<file path="src/rtl/keypad_pkg.sv">
// keypad_pkg: shared types and helpers for the 4x4 hex keypad scanner.
// Holds the debounce FSM state codes, the per-frame scan result encoding
// and the row/column to hex-digit key map (Digilent PmodKYPD layout).
package keypad_pkg;

  typedef enum logic [1:0] {
    KP_IDLE     = 2'd0,
    KP_DEBOUNCE = 2'd1,
    KP_PRESSED  = 2'd2,
    KP_RELEASE  = 2'd3
  } kp_state_e;

  typedef enum logic [1:0] {
    FR_NONE  = 2'd0,
    FR_KEY   = 2'd1,
    FR_MULTI = 2'd2
  } frame_res_e;

  // Row r (top to bottom), column c (left to right) to hex digit.
  function automatic logic [3:0] key_map(input logic [1:0] row, input logic [1:0] col);
    logic [3:0] code;
    case ({row, col})
      4'h0:    code = 4'h1;
      4'h1:    code = 4'h2;
      4'h2:    code = 4'h3;
      4'h3:    code = 4'hA;
      4'h4:    code = 4'h4;
      4'h5:    code = 4'h5;
      4'h6:    code = 4'h6;
      4'h7:    code = 4'hB;
      4'h8:    code = 4'h7;
      4'h9:    code = 4'h8;
      4'hA:    code = 4'h9;
      4'hB:    code = 4'hC;
      4'hC:    code = 4'h0;
      4'hD:    code = 4'hF;
      4'hE:    code = 4'hE;
      4'hF:    code = 4'hD;
      default: code = 4'h0;
    endcase
    return code;
  endfunction

  // Number of asserted (low) bits in an active-low row sample.
  function automatic logic [2:0] count_low(input logic [3:0] row_n);
    logic [2:0] cnt;
    cnt = 3'd0;
    for (int i = 0; i < 4; i++) begin
      cnt = cnt + {2'b00, ~row_n[i]};
    end
    return cnt;
  endfunction

  // Index of the lowest asserted (low) row bit; only meaningful when one is low.
  function automatic logic [1:0] low_index(input logic [3:0] row_n);
    logic [1:0] idx;
    idx = 2'd0;
    for (int i = 3; i >= 0; i--) begin
      if (!row_n[i]) begin
        idx = 2'(i);
      end else begin
        idx = idx;
      end
    end
    return idx;
  endfunction

endpackage

</file>
<file path="src/rtl/keypad_scanner_if.sv">
// keypad_scanner_if: CPU-side IO bus of the keypad scanner.
// master = CPU (drives ACK/CLR pulses), slave = scanner (drives status/data).
interface keypad_scanner_if;
  logic        ACK;
  logic        CLR;
  logic [31:0] DATA;
  logic [3:0]  KEY_CODE;
  logic        KEY_VALID;
  logic        PENDING;
  logic        OVERRUN;

  modport master (
    output ACK, CLR,
    input  DATA, KEY_CODE, KEY_VALID, PENDING, OVERRUN
  );

  modport slave (
    input  ACK, CLR,
    output DATA, KEY_CODE, KEY_VALID, PENDING, OVERRUN
  );
endinterface

</file>
<file path="src/rtl/keypad_debounce.sv">
// keypad_debounce: frame-level press/release debouncer.
// Evaluated once per frame strobe; emits a combinational accept pulse and code
// so the scanner can register its outputs on the frame-ending edge.
// Optional autorepeat is built only when KEYPAD_AUTOREPEAT_EN is defined.
module keypad_debounce
  import keypad_pkg::*;
#(
  parameter int DEBOUNCE_SCANS = 4,
  parameter int REPEAT_FRAMES  = 64
) (
  input  logic       clk,
  input  logic       rst,
  input  logic       frame_end_i,
  input  frame_res_e frame_res_i,
  input  logic [3:0] frame_code_i,
  output logic       accept_o,
  output logic [3:0] accept_code_o
);

  localparam int CNT_W = $clog2(DEBOUNCE_SCANS + 1);
  localparam logic [CNT_W-1:0] CNT_ONE  = CNT_W'(1);
  localparam logic [CNT_W-1:0] CNT_LAST = CNT_W'(DEBOUNCE_SCANS);

  localparam logic [1:0] S_IDLE     = KP_IDLE;
  localparam logic [1:0] S_DEBOUNCE = KP_DEBOUNCE;
  localparam logic [1:0] S_PRESSED  = KP_PRESSED;
  localparam logic [1:0] S_RELEASE  = KP_RELEASE;

  logic [1:0]       state_q, state_d;
  logic [CNT_W-1:0] cnt_q, cnt_d, cnt_inc_s;
  logic [3:0]       cand_q, cand_d;
  logic             is_key_s;

`ifdef KEYPAD_AUTOREPEAT_EN
  localparam int RPT_W = $clog2(REPEAT_FRAMES + 1);
  localparam logic [RPT_W-1:0] RPT_LAST = RPT_W'(REPEAT_FRAMES);
  logic [RPT_W-1:0] rpt_q, rpt_d, rpt_inc_s;
`else
  logic unused_repeat_cfg_s;
  assign unused_repeat_cfg_s = (REPEAT_FRAMES > 0);
`endif

  assign accept_code_o = frame_code_i;

  // Next-state, counter and accept logic, advanced only on a frame strobe.
  always_comb begin
    state_d   = state_q;
    cnt_d     = cnt_q;
    cand_d    = cand_q;
    accept_o  = 1'b0;
    cnt_inc_s = cnt_q + CNT_ONE;
    is_key_s  = (frame_res_i == FR_KEY);
`ifdef KEYPAD_AUTOREPEAT_EN
    rpt_d     = rpt_q;
    rpt_inc_s = rpt_q + RPT_W'(1);
`endif
    if (frame_end_i) begin
      case (state_q)
        S_IDLE: begin
          if (is_key_s) begin
            cand_d = frame_code_i;
            cnt_d  = CNT_ONE;
            if (CNT_ONE == CNT_LAST) begin
              accept_o = 1'b1;
              state_d  = S_PRESSED;
`ifdef KEYPAD_AUTOREPEAT_EN
              rpt_d    = '0;
`endif
            end else begin
              state_d = S_DEBOUNCE;
            end
          end else begin
            cnt_d   = '0;
            state_d = S_IDLE;
          end
        end
        S_DEBOUNCE: begin
          if (is_key_s && (frame_code_i == cand_q)) begin
            cnt_d = cnt_inc_s;
            if (cnt_inc_s == CNT_LAST) begin
              accept_o = 1'b1;
              state_d  = S_PRESSED;
`ifdef KEYPAD_AUTOREPEAT_EN
              rpt_d    = '0;
`endif
            end else begin
              state_d = S_DEBOUNCE;
            end
          end else begin
            cnt_d   = '0;
            state_d = S_IDLE;
          end
        end
        S_PRESSED: begin
          if (!is_key_s) begin
            if (CNT_ONE == CNT_LAST) begin
              cnt_d   = '0;
              state_d = S_IDLE;
            end else begin
              cnt_d   = CNT_ONE;
              state_d = S_RELEASE;
            end
          end else begin
            cnt_d   = '0;
            state_d = S_PRESSED;
`ifdef KEYPAD_AUTOREPEAT_EN
            if (frame_code_i == cand_q) begin
              if (rpt_inc_s == RPT_LAST) begin
                accept_o = 1'b1;
                rpt_d    = '0;
              end else begin
                rpt_d = rpt_inc_s;
              end
            end else begin
              rpt_d = '0;
            end
`endif
          end
        end
        S_RELEASE: begin
          if (!is_key_s) begin
            if (cnt_inc_s == CNT_LAST) begin
              cnt_d   = '0;
              state_d = S_IDLE;
            end else begin
              cnt_d   = cnt_inc_s;
              state_d = S_RELEASE;
            end
          end else begin
            // A bounce during release: back to held, no new accept.
            cnt_d   = '0;
            state_d = S_PRESSED;
`ifdef KEYPAD_AUTOREPEAT_EN
            rpt_d   = '0;
`endif
          end
        end
        default: begin
          cnt_d   = '0;
          state_d = S_IDLE;
        end
      endcase
    end else begin
      state_d = state_q;
    end
  end

  // FSM state, debounce count and candidate code registers.
  always_ff @(posedge clk) begin
    if (rst) begin
      state_q <= S_IDLE;
      cnt_q   <= '0;
      cand_q  <= 4'h0;
`ifdef KEYPAD_AUTOREPEAT_EN
      rpt_q   <= '0;
`endif
    end else begin
      state_q <= state_d;
      cnt_q   <= cnt_d;
      cand_q  <= cand_d;
`ifdef KEYPAD_AUTOREPEAT_EN
      rpt_q   <= rpt_d;
`endif
    end
  end

endmodule

</file>
<file path="src/rtl/keypad_scanner.sv">
// keypad_scanner: 4x4 hex keypad controller on the CPU IO bus.
// Drives one column low at a time, samples the synchronized active-low rows at
// the end of each column dwell, assembles a 4-column frame, debounces it and
// shifts accepted digits into a 32-bit entry register.
// Optional autorepeat: define KEYPAD_AUTOREPEAT_EN.
module keypad_scanner
  import keypad_pkg::*;
#(
  parameter int SCAN_BITS      = 17,
  parameter int DEBOUNCE_SCANS = 4,
  parameter int REPEAT_FRAMES  = 64
) (
  input  logic             CLK,
  input  logic             RES,
  input  logic [3:0]       ROW,
  output logic [3:0]       COL,
  keypad_scanner_if.slave  bus
);

  logic [3:0]           row_meta_q, row_sync_q;
  logic [SCAN_BITS-1:0] presc_q, presc_d;
  logic [1:0]           col_q, col_d;
  logic [3:0]           col_drv_q, col_drv_d;
  logic [1:0]           low_acc_q, low_acc_d;
  logic [3:0]           code_acc_q, code_acc_d;

  logic                 sample_s, frame_end_s;
  logic [2:0]           sample_low_s, low_sum_s;
  logic [1:0]           base_low_s;
  logic [3:0]           base_code_s;
  frame_res_e           frame_res_s;
  logic                 accept_s;
  logic [3:0]           accept_code_s;

  logic [31:0]          data_q, data_d;
  logic [3:0]           key_code_q, key_code_d;
  logic                 key_valid_q, key_valid_d;
  logic                 pending_q, pending_d;
  logic                 overrun_q, overrun_d;

  // Prescaler, column index and registered column drive.
  always_comb begin
    presc_d   = presc_q + SCAN_BITS'(1);
    sample_s  = &presc_q;
    col_d     = sample_s ? (col_q + 2'd1) : col_q;
    col_drv_d = ~(4'b0001 << col_d);
  end

  // Frame assembly: accumulate low-bit count (saturating at 2) and the code.
  always_comb begin
    sample_low_s = count_low(row_sync_q);
    base_low_s   = (col_q == 2'd0) ? 2'd0 : low_acc_q;
    base_code_s  = (col_q == 2'd0) ? 4'h0 : code_acc_q;
    low_sum_s    = {1'b0, base_low_s} + sample_low_s;
    if (sample_s) begin
      low_acc_d  = (low_sum_s >= 3'd2) ? 2'd2 : low_sum_s[1:0];
      code_acc_d = (sample_low_s == 3'd1) ? key_map(low_index(row_sync_q), col_q) : base_code_s;
    end else begin
      low_acc_d  = low_acc_q;
      code_acc_d = code_acc_q;
    end
    frame_end_s = sample_s && (col_q == 2'd3);
    case (low_acc_d)
      2'd0:    frame_res_s = FR_NONE;
      2'd1:    frame_res_s = FR_KEY;
      default: frame_res_s = FR_MULTI;
    endcase
  end

  keypad_debounce #(
    .DEBOUNCE_SCANS (DEBOUNCE_SCANS),
    .REPEAT_FRAMES  (REPEAT_FRAMES)
  ) u_debounce (
    .clk           (CLK),
    .rst           (RES),
    .frame_end_i   (frame_end_s),
    .frame_res_i   (frame_res_s),
    .frame_code_i  (code_acc_d),
    .accept_o      (accept_s),
    .accept_code_o (accept_code_s)
  );

  // Output register next values, including CLR/ACK coinciding with an accept.
  always_comb begin
    key_valid_d = accept_s;
    if (accept_s) begin
      data_d     = bus.CLR ? {28'h0, accept_code_s} : {data_q[27:0], accept_code_s};
      key_code_d = accept_code_s;
      pending_d  = 1'b1;
      overrun_d  = bus.ACK ? 1'b0 : (overrun_q | pending_q);
    end else begin
      data_d     = bus.CLR ? 32'h0 : data_q;
      key_code_d = key_code_q;
      pending_d  = bus.ACK ? 1'b0 : pending_q;
      overrun_d  = bus.ACK ? 1'b0 : overrun_q;
    end
  end

  // Row synchronizer, scan state and output registers.
  always_ff @(posedge CLK) begin
    if (RES) begin
      row_meta_q  <= 4'hF;
      row_sync_q  <= 4'hF;
      presc_q     <= '0;
      col_q       <= 2'd0;
      col_drv_q   <= 4'b1110;
      low_acc_q   <= 2'd0;
      code_acc_q  <= 4'h0;
      data_q      <= 32'h0;
      key_code_q  <= 4'h0;
      key_valid_q <= 1'b0;
      pending_q   <= 1'b0;
      overrun_q   <= 1'b0;
    end else begin
      row_meta_q  <= ROW;
      row_sync_q  <= row_meta_q;
      presc_q     <= presc_d;
      col_q       <= col_d;
      col_drv_q   <= col_drv_d;
      low_acc_q   <= low_acc_d;
      code_acc_q  <= code_acc_d;
      data_q      <= data_d;
      key_code_q  <= key_code_d;
      key_valid_q <= key_valid_d;
      pending_q   <= pending_d;
      overrun_q   <= overrun_d;
    end
  end

  assign COL           = col_drv_q;
  assign bus.DATA      = data_q;
  assign bus.KEY_CODE  = key_code_q;
  assign bus.KEY_VALID = key_valid_q;
  assign bus.PENDING   = pending_q;
  assign bus.OVERRUN   = overrun_q;

endmodule

</file>
<file path="src/flat_wrapper.sv">
// flat-port wrapper written by rule: the top's interface ports become plain ports
module keypad_scanner_flat import keypad_pkg::*;
#(
  parameter int SCAN_BITS      = 17,
  parameter int DEBOUNCE_SCANS = 4,
  parameter int REPEAT_FRAMES  = 64
)
  (CLK, RES, ROW, COL, bus_ACK, bus_CLR, bus_DATA, bus_KEY_CODE, bus_KEY_VALID, bus_PENDING, bus_OVERRUN);
  keypad_scanner_if bus_i ();
  input  logic CLK;
  input  logic RES;
  input  logic [3:0] ROW;
  output logic [3:0] COL;
  input wire logic [$bits(bus_i.ACK)-1:0] bus_ACK;
  input wire logic [$bits(bus_i.CLR)-1:0] bus_CLR;
  output wire logic [$bits(bus_i.DATA)-1:0] bus_DATA;
  output wire logic [$bits(bus_i.KEY_CODE)-1:0] bus_KEY_CODE;
  output wire logic [$bits(bus_i.KEY_VALID)-1:0] bus_KEY_VALID;
  output wire logic [$bits(bus_i.PENDING)-1:0] bus_PENDING;
  output wire logic [$bits(bus_i.OVERRUN)-1:0] bus_OVERRUN;
  assign bus_i.ACK = bus_ACK;
  assign bus_i.CLR = bus_CLR;
  assign bus_DATA = bus_i.DATA;
  assign bus_KEY_CODE = bus_i.KEY_CODE;
  assign bus_KEY_VALID = bus_i.KEY_VALID;
  assign bus_PENDING = bus_i.PENDING;
  assign bus_OVERRUN = bus_i.OVERRUN;
  keypad_scanner #(.SCAN_BITS(SCAN_BITS), .DEBOUNCE_SCANS(DEBOUNCE_SCANS), .REPEAT_FRAMES(REPEAT_FRAMES)) u_core (.CLK(CLK), .RES(RES), .ROW(ROW), .COL(COL), .bus(bus_i));
endmodule
</file>
<file path="config.mk">
export PLATFORM = sky130hd
export DESIGN_NAME = keypad_scanner_flat
export DESIGN_NICKNAME = d
export VERILOG_FILES = /design/src/rtl/keypad_pkg.sv /design/src/rtl/keypad_scanner_if.sv /design/src/rtl/keypad_debounce.sv /design/src/rtl/keypad_scanner.sv /design/src/flat_wrapper.sv
export SDC_FILE = /design/constraint.sdc
export NUM_CORES = 1
export LEC_CHECK = 0
export CAP_MARGIN = 20
export CORE_ASPECT_RATIO = 0.8
export CORE_UTILIZATION = 45
export CTS_BUF_LIST = sky130_fd_sc_hd__clkbuf_2 sky130_fd_sc_hd__clkbuf_4 sky130_fd_sc_hd__clkbuf_8
export CTS_CLUSTER_DIAMETER = 80
export CTS_CLUSTER_SIZE = 8
export DETAILED_ROUTE_END_ITERATION = 8
export PLACE_DENSITY_LB_ADDON = 0.1
export RECOVER_POWER = 25
export SLEW_MARGIN = 5
export SYNTH_ARGS = -nofsm -noshare
export SYNTH_HDL_FRONTEND = slang
export SYNTH_SLANG_ARGS = --single-unit
</file>
<file path="constraint.sdc">
create_clock -name CLK -period 7.78 [get_ports CLK]
set_clock_uncertainty 0.2 [all_clocks]
set_input_delay 1.556 -clock CLK [delete_from_list [all_inputs] [get_ports CLK]]
set_output_delay 1.556 -clock CLK [all_outputs]
set_load 0.01 [all_outputs]
</file>
Yosys cells after proc, flatten, opt, wreduce, memory -nomap -nowiden
Memory sizes are Yosys's and may differ from the RTL's.
Index checks and enable logic that the tools add are counted.
- bits in read-only memories: 64
- output and inout bits: 43
- register bits: 85
- bits of input ports: 8
- memories: 1
- bitwise gates (word level): 6
- add/subtract/negate cells: 7
- reductions and logical operators: 9
- magnitude comparators: 1
- equality and inequality tests: 9
- mux-type cells: 37
- shifts and indexed selects: 1
- memory list (memory ; depth ; bits a word ; read ports ; clocked after Yosys merged registers in ; write ports ; RTL line ; source):
    (name not given) ; 16 ; 4 ; 1 ; 0 ; 0 ; keypad_pkg.sv:22 ; case ({row, col})
- operator list (cell ; number):
    32-bit two-way mux ; 3
    2-bit two-way mux ; 13
    17-bit by 1-bit adder with 17-bit output, second input constant ; 1
    17-bit AND reduction ; 1
    1-bit two-way mux ; 12
    4-bit two-way mux ; 3
    3-bit case mux with 4 select lines ; 1
    3-bit two-way mux ; 3
    2-bit case mux with 4 select lines ; 1
    3-bit by 1-bit adder with 3-bit output ; 2
    2-bit by 1-bit equality test with 1-bit output, second input constant ; 3
    2-bit equality test, second input constant ; 3
    2-bit zero test ; 3
    4-bit equality test ; 1
    1-bit inverter ; 4
    4-bit inverter ; 1
    2-bit case mux with 2 select lines ; 1
    2-bit nonzero test ; 2
    1-bit by 2-bit << shifter with 4-bit output, first input constant ; 1
    2-bit by 3-bit adder with 3-bit output ; 1
    3-bit by 1-bit adder with 3-bit output, second input constant ; 1
    3-bit by 1-bit equality test with 1-bit output, second input constant ; 1
    3-bit equality test, second input constant ; 1
    3-bit by 2-bit greater-or-equal comparator with 1-bit output, second input constant ; 1
    other kinds (5) ; 6

Depth between registers and ports, before layout
- word-level depth: 16
- depth in mapped cells: 16

By module
From an unflattened synthesis, not the netlist that was laid out.
- cells, all modules: 379
- area total of the unflattened synthesis: 3622.2 um^2
- by module, submodules not included (module ; area an instance (um^2) ; instances ; cells each ; sequential area each (um^2)):
    keypad_scanner ; 3042.9 ; 1 ; 310 ; 1521.5
    keypad_debounce ; 579.3 ; 1 ; 69 ; 180.2

Worst setup path after synthesis
Ideal clock, no wire load.
- path kind: flip-flop to flip-flop
- start point: register u_core.row_sync_q[0]
- end point: register u_core.u_debounce.cand_q[0]
- path slack: 4.052 ns
- data required time: 7.452 ns
- stages on the path, launching flop included: 13
- arrival time: 3.400 ns
- buffers on the path: 0
- library setup time: 0.128 ns
- cell sequence: dfxtp_1 -> inv_1 -> ha_1 -> fa_1 -> ha_1 -> fa_1 -> xor2_1 -> nor2_1 -> a31oi_1 -> or2_2 -> nor3_1 -> mux2i_1 -> nor2_1
- word-level cells in the longest chain between the ends: 12
- elaborated cells between the ends (all ways): 19
- ends and longest elaborated chain (item ; RTL line ; source):
    start: declaration ; keypad_scanner.sv:20 ; logic [3:0] row_meta_q, row_sync_q;
    start signal: assignment ; keypad_scanner.sv:116 ; row_sync_q <= row_meta_q;
    1-bit inverter ; keypad_pkg.sv:49 ; cnt = cnt + {2'b00, ~row_n[i]};
    1-bit by 1-bit adder with 2-bit output ; keypad_pkg.sv:49 ;
    3-bit by 1-bit adder with 3-bit output (2 in series) ; keypad_pkg.sv:49 ;
    2-bit by 3-bit adder with 3-bit output ; keypad_scanner.sv:54 ; low_sum_s = {1'b0, base_low_s} + sample_low_s;
    3-bit by 2-bit greater-or-equal comparator with 1-bit output ; keypad_scanner.sv:56 ; low_acc_d = (low_sum_s >= 3'd2) ? 2'd2 : low_sum_s[1:0];
    2-bit two-way mux ; keypad_scanner.sv:56 ;
    2-bit two-way mux ; keypad_scanner.sv:55 ; if (sample_s) begin
    2-bit by 1-bit equality test with 1-bit output / 2-bit zero test (equally long branches) ; keypad_scanner.sv:63 ; case (low_acc_d)
    2-bit case mux with 2 select lines ; keypad_scanner.sv:63 ;
    2-bit by 1-bit equality test with 1-bit output ; keypad_debounce.sv:52 ; is_key_s = (frame_res_i == FR_KEY);
    3-bit AND reduction (no line) ; -- ;
    end signal: assignment ; keypad_debounce.sv:160 ; cand_q <= cand_d;
    end: declaration ; keypad_debounce.sv:31 ; logic [3:0] cand_q, cand_d;
Parallel ways exist; a longest one is shown, timed or not. The select of a mux whose other input is x is not followed.
A chain may end at the register's enable or synchronous reset.

Worst setup path after layout
- start point: register u_core.presc_q[3]
- end point: register u_core.data_q[10], in the netlist u_core.bus.DATA[10]
- word-level cells in the longest chain between the ends: 10
- elaborated cells between the ends (all ways): 15
- ends and longest elaborated chain (item ; RTL line ; source):
    start: declaration ; keypad_scanner.sv:21 ; logic [SCAN_BITS-1:0] presc_q, presc_d;
    start signal: assignment ; keypad_scanner.sv:117 ; presc_q <= presc_d;
    17-bit AND reduction * ; keypad_scanner.sv:44 ; sample_s = &presc_q;
    2-bit two-way mux ; keypad_scanner.sv:55 ;
    2-bit by 1-bit equality test with 1-bit output / 2-bit zero test (equally long branches) ; keypad_scanner.sv:63 ;
    2-bit case mux with 2 select lines ; keypad_scanner.sv:63 ;
    2-bit by 1-bit equality test with 1-bit output ; keypad_debounce.sv:52 ;
    1-bit logical AND ; keypad_debounce.sv:78 ; if (is_key_s && (frame_code_i == cand_q)) begin
    1-bit two-way mux ; keypad_debounce.sv:78 ;
    1-bit two-way mux ; keypad_debounce.sv:58 ; case (state_q)
    1-bit two-way mux * ; keypad_debounce.sv:57 ; if (frame_end_i) begin
    32-bit two-way mux / 2-bit nonzero test (equally long branches) ; -- ;
    end signal: assignment ; keypad_scanner.sv:122 ; data_q <= data_d;
    end: declaration ; keypad_scanner.sv:35 ; logic [31:0] data_q, data_d;
Every way passes the cells marked *; elsewhere a longest branch is shown, timed or not.

==> impl_metrics.yaml <==
grt:
  grt-ovfl-total: 0
  grt_max_degree: 53
  antenna_found_initial: 0
  grt_usage: 0.174
  global_route_wire_length_before_repair_um: 12100
  vias_in_the_first_global_route: 2493
drt:
  final_antenna_net_count: 0
  routed_via_density: 5.05
  drt_first_pass_iters: 4
  remaining_drc_errors: 0
  routed-via-count: 2748
  wl_per_cell_um: 13.2
  dr.first_iter.drc_count: 102
  drt-total-wl_um: 7170
layout:
  n_antenna_cell: 0
  area.growth.synth_to_final_pct: 18.6
  nNetsFinal: 452
  final_layout_size_suffix_gt1_frac: 0.0963
  layout.cells.most_common: "sky130_fd_sc_hd__dfxtp_1"
  mostFrequentLayoutCells: "85 x sky130_fd_sc_hd__dfxtp_1, 49 x sky130_fd_sc_hd__clkdlybuf4s50_1, 46 x sky130_fd_sc_hd__nand2_1"
placement:
  place_congestion: 0.851
  hpwlAfterDp_um: 4990
  buffer_ports.inserted: 50
floorplanning:
  core.rowCount: 29
  die_area_um2: 8690
  core_footprint_um2: 7980
  die_width_um: 104
  initial_utilization: 0.469
  io_pins: 51
  vert_die_dim_um: 83.6
timing:
  max_clock_freq_mhz: 205
  final.setup.tns_ps: 0
  final-setup-viol-count: 0
  timing.max_slew.rel_slack: -0.448
  period_minus_slack_ps: 4880
  final_max_slew_viol_count: 53
  grt_setup_unrepaired: "false"
  period_share: 0.627
  finalHoldViolCount: 0
  worst_hold_slack_ps: 211
  worst_margin_pin_slew_ps: 2170
synthesis:
  synth-edff-count: 0
  synthFlopType: "sky130_fd_sc_hd__dfxtp_1"
  synth-seq-area-share: 0.455
  postSynthRegisterBits: 85
  postSynthAreaPerCell_um2: 9.72
  postSynthCellCount: 385
  number_of_nets_in_the_synthesized_netlist: 405
  ys_warn_count: 0
  mappedNetlistArea_um2: 3740
  ys_async_sr_fraction: 0
  netlist-cell-type-count: 58
hold_path:
  timing.hold.worst_endpoint: "u_core.row_sync_q[1]"
  worst_hold_path.num_cells: 1
  hold_path_startpoint: "u_core.row_meta_q[1]"
  worst_hold_path_type: "flip-flop to flip-flop"
setup_path:
  cp_data_required_time_ps: 7850
  r2r_cells: 13
  crit_path_max_fanout: 36
  crit_reg_reg_endpoint: "u_core.bus.DATA[10]"
  cp-start-kind: "flip-flop"
  regToRegSetupSlack_ps: 2900
  setup.worst_path.class: "flip-flop to flip-flop"
  crit-reg2reg-launch: "u_core.presc_q[3]"
  critical_path_sink_type: "flip-flop"
  crit_arrival_ps: 4950
clock_network:
  worst_setup_hold_path_clk_slew_ps: 80
  insertion_delay_ps: 350
  tritoncts: "built"
  count_of_hold_buffers_inserted_by_post_cts_repair: 0
  cts_buffers: 9
  h-tree-depth: 3
  cts_post_setup_buffers_inserted: 0
  cts-root-to-sink-buffers: 2
  tritoncts_num_sinks: 85
  cts_repair_resize_count: 0
  ctsRootBufferMaster: "sky130_fd_sc_hd__clkbuf_8"
power_and_ir_drop:
  vdd_drop_max_uv: 121
  leakage_power_figure_nw: 1.66
  power_per_cell_area_nw_per_um2: 168
outcome:
  failed_checks: "max-capacitance violations, max-slew violations"
  run_status: "complete, but fails checks"
run:
  number_of_max_cap_violations: 1
[critical path: stages, from the launching register on]
cell and delay [ps]:
sky130_fd_sc_hd__dfxtp_1 400, sky130_fd_sc_hd__and4_1 250, sky130_fd_sc_hd__and3_1 240, sky130_fd_sc_hd__nand4_1 140, sky130_fd_sc_hd__nor2_1 170, sky130_fd_sc_hd__and3_1 190
sky130_fd_sc_hd__ha_1 440, sky130_fd_sc_hd__and4bb_2 370, sky130_fd_sc_hd__a21oi_1 120, sky130_fd_sc_hd__a32oi_1 500, sky130_fd_sc_hd__nor2_1 100, sky130_fd_sc_hd__nor4b_2 390
sky130_fd_sc_hd__and3_2 970, sky130_fd_sc_hd__mux2i_1 280
[per-layer routing]
layer	global-route usage	wire length (um)	share of wire	vias to the layer above
met1	0.240	3690	0.51	1264
li1	-	-	-	1420
met4	0.0584	92	0.013	0
met5	0	0	0	-
met3	0.0585	300	0.042	10
met2	0.253	3090	0.43	54
[Yosys cell counts, drive strengths merged, types with 2 or more instances]
master       number  share of area
xor2             10          0.023
mux2i            39           0.10
dlygate4sd1       3         0.0070
and3              9          0.016
inv              10          0.010
a21o              2         0.0043
or3               4         0.0067
nand2b           10          0.017
or2              12          0.020
a21boi            2         0.0040
nor2b             6          0.010
ha               10          0.033
nand4             3         0.0050
o21ai             5         0.0067
clkbuf            6         0.0087
nor4b             2         0.0064
and2              2         0.0043
a221oi            2         0.0094
nor2             39          0.039
dfxtp            85           0.45
nor3              6         0.0080
xnor2             9          0.021
a211oi            9          0.018
a21oi            13          0.017
nand3            11          0.015
nand2            47          0.048
buf               7          0.023
fa                2          0.011
nor3b             2         0.0040
[worst max-delay path by stage]
stage | startpoint | end | slack (ps) | depth (start not counted)
2_1_floorplan | u_core.row_sync_q[0] | u_core.u_debounce.cand_q[0] | 4050 | 12
6_report | u_core.presc_q[3] | u_core.bus.DATA[10] | 2900 | 13
4_1_cts | u_core.presc_q[3] | u_core.bus.DATA[10] | 2930 | 13
3_5_place_dp | u_core.presc_q[3] | u_core.bus.DATA[10] | 2970 | 13
5_1_grt | u_core.presc_q[3] | u_core.bus.DATA[30] | 2490 | 13
3_3_place_gp | u_core.presc_q[3] | u_core.bus.DATA[2] | 3110 | 13
[per-stage QoR]
stage | power, mW | util | std cells | worst slack, ps | instance area [um^2]
4_1_cts | 0.755 | 0.556 | 544 | 2930 | 4440
5_1_grt | 0.777 | 0.556 | 544 | 2490 | 4440
6_report | 0.744 | 0.556 | 544 | 2900 | 4440
3_5_place_dp | 0.477 | 0.535 | 529 | 2970 | 4270
3_3_place_gp | 0.475 | 0.532 | 528 | 3110 | 4240
2_1_floorplan | 0.467 | - | 385 | 4050 | 3740
[final cells by class]
| class | instances | area [um^2] |
|---|---|---|
| Clock inverter | 2 | 10.0 |
| Timing Repair Buffer | 52 | 532 |
| Sequential cell | 85 | 1700 |
| Tap cell | 108 | 135 |
| Multi-Input combinational cell | 274 | 1860 |
| Clock buffer | 13 | 160 |
| Fill cell | 744 | 3550 |
| Inverter | 10 | 37.5 |
[power by group]
part	switching [mW]	leakage (nW)	internal (mW)	total [mW]
Clock	0.145	0.0935	0.133	0.278
Combinational	0.0136	0.876	0.0122	0.0258
Sequential	0.00263	0.687	0.438	0.440
Total	0.162	1.66	0.583	0.744
[state kept, by name, summed over array words and instances, names as in the netlist]
| register | flops |
|---|---|
| u_core.presc_q | 17 |
| u_core.u_debounce.cnt_q | 3 |
| u_core.u_debounce.state_q | 2 |
| u_core.u_debounce.cand_q | 4 |
| u_core.COL | 4 |
| u_core.row_sync_q | 4 |
| u_core.row_meta_q | 4 |
| u_core.bus.KEY_CODE | 4 |
| u_core.code_acc_q | 4 |
| u_core.bus.OVERRUN | 1 |
| u_core.low_acc_q | 2 |
| u_core.bus.PENDING | 1 |
| u_core.col_q | 2 |
| u_core.bus.KEY_VALID | 1 |
| u_core.bus.DATA | 32 |
[cells by family (layout without fill, tap and decap cells)]
group           after synthesis  after routing  share of synthesized area
simple gates                161            161                      0.220
flops                        85             85                      0.455
compound gates               43             43                     0.0836
mux                          39             39                      0.104
buf+inv                      26             77                     0.0491
xor+xnor                     19             19                     0.0445
fa+ha+maj                    12             12                     0.0441
Power figures use the tool's default switching activity.
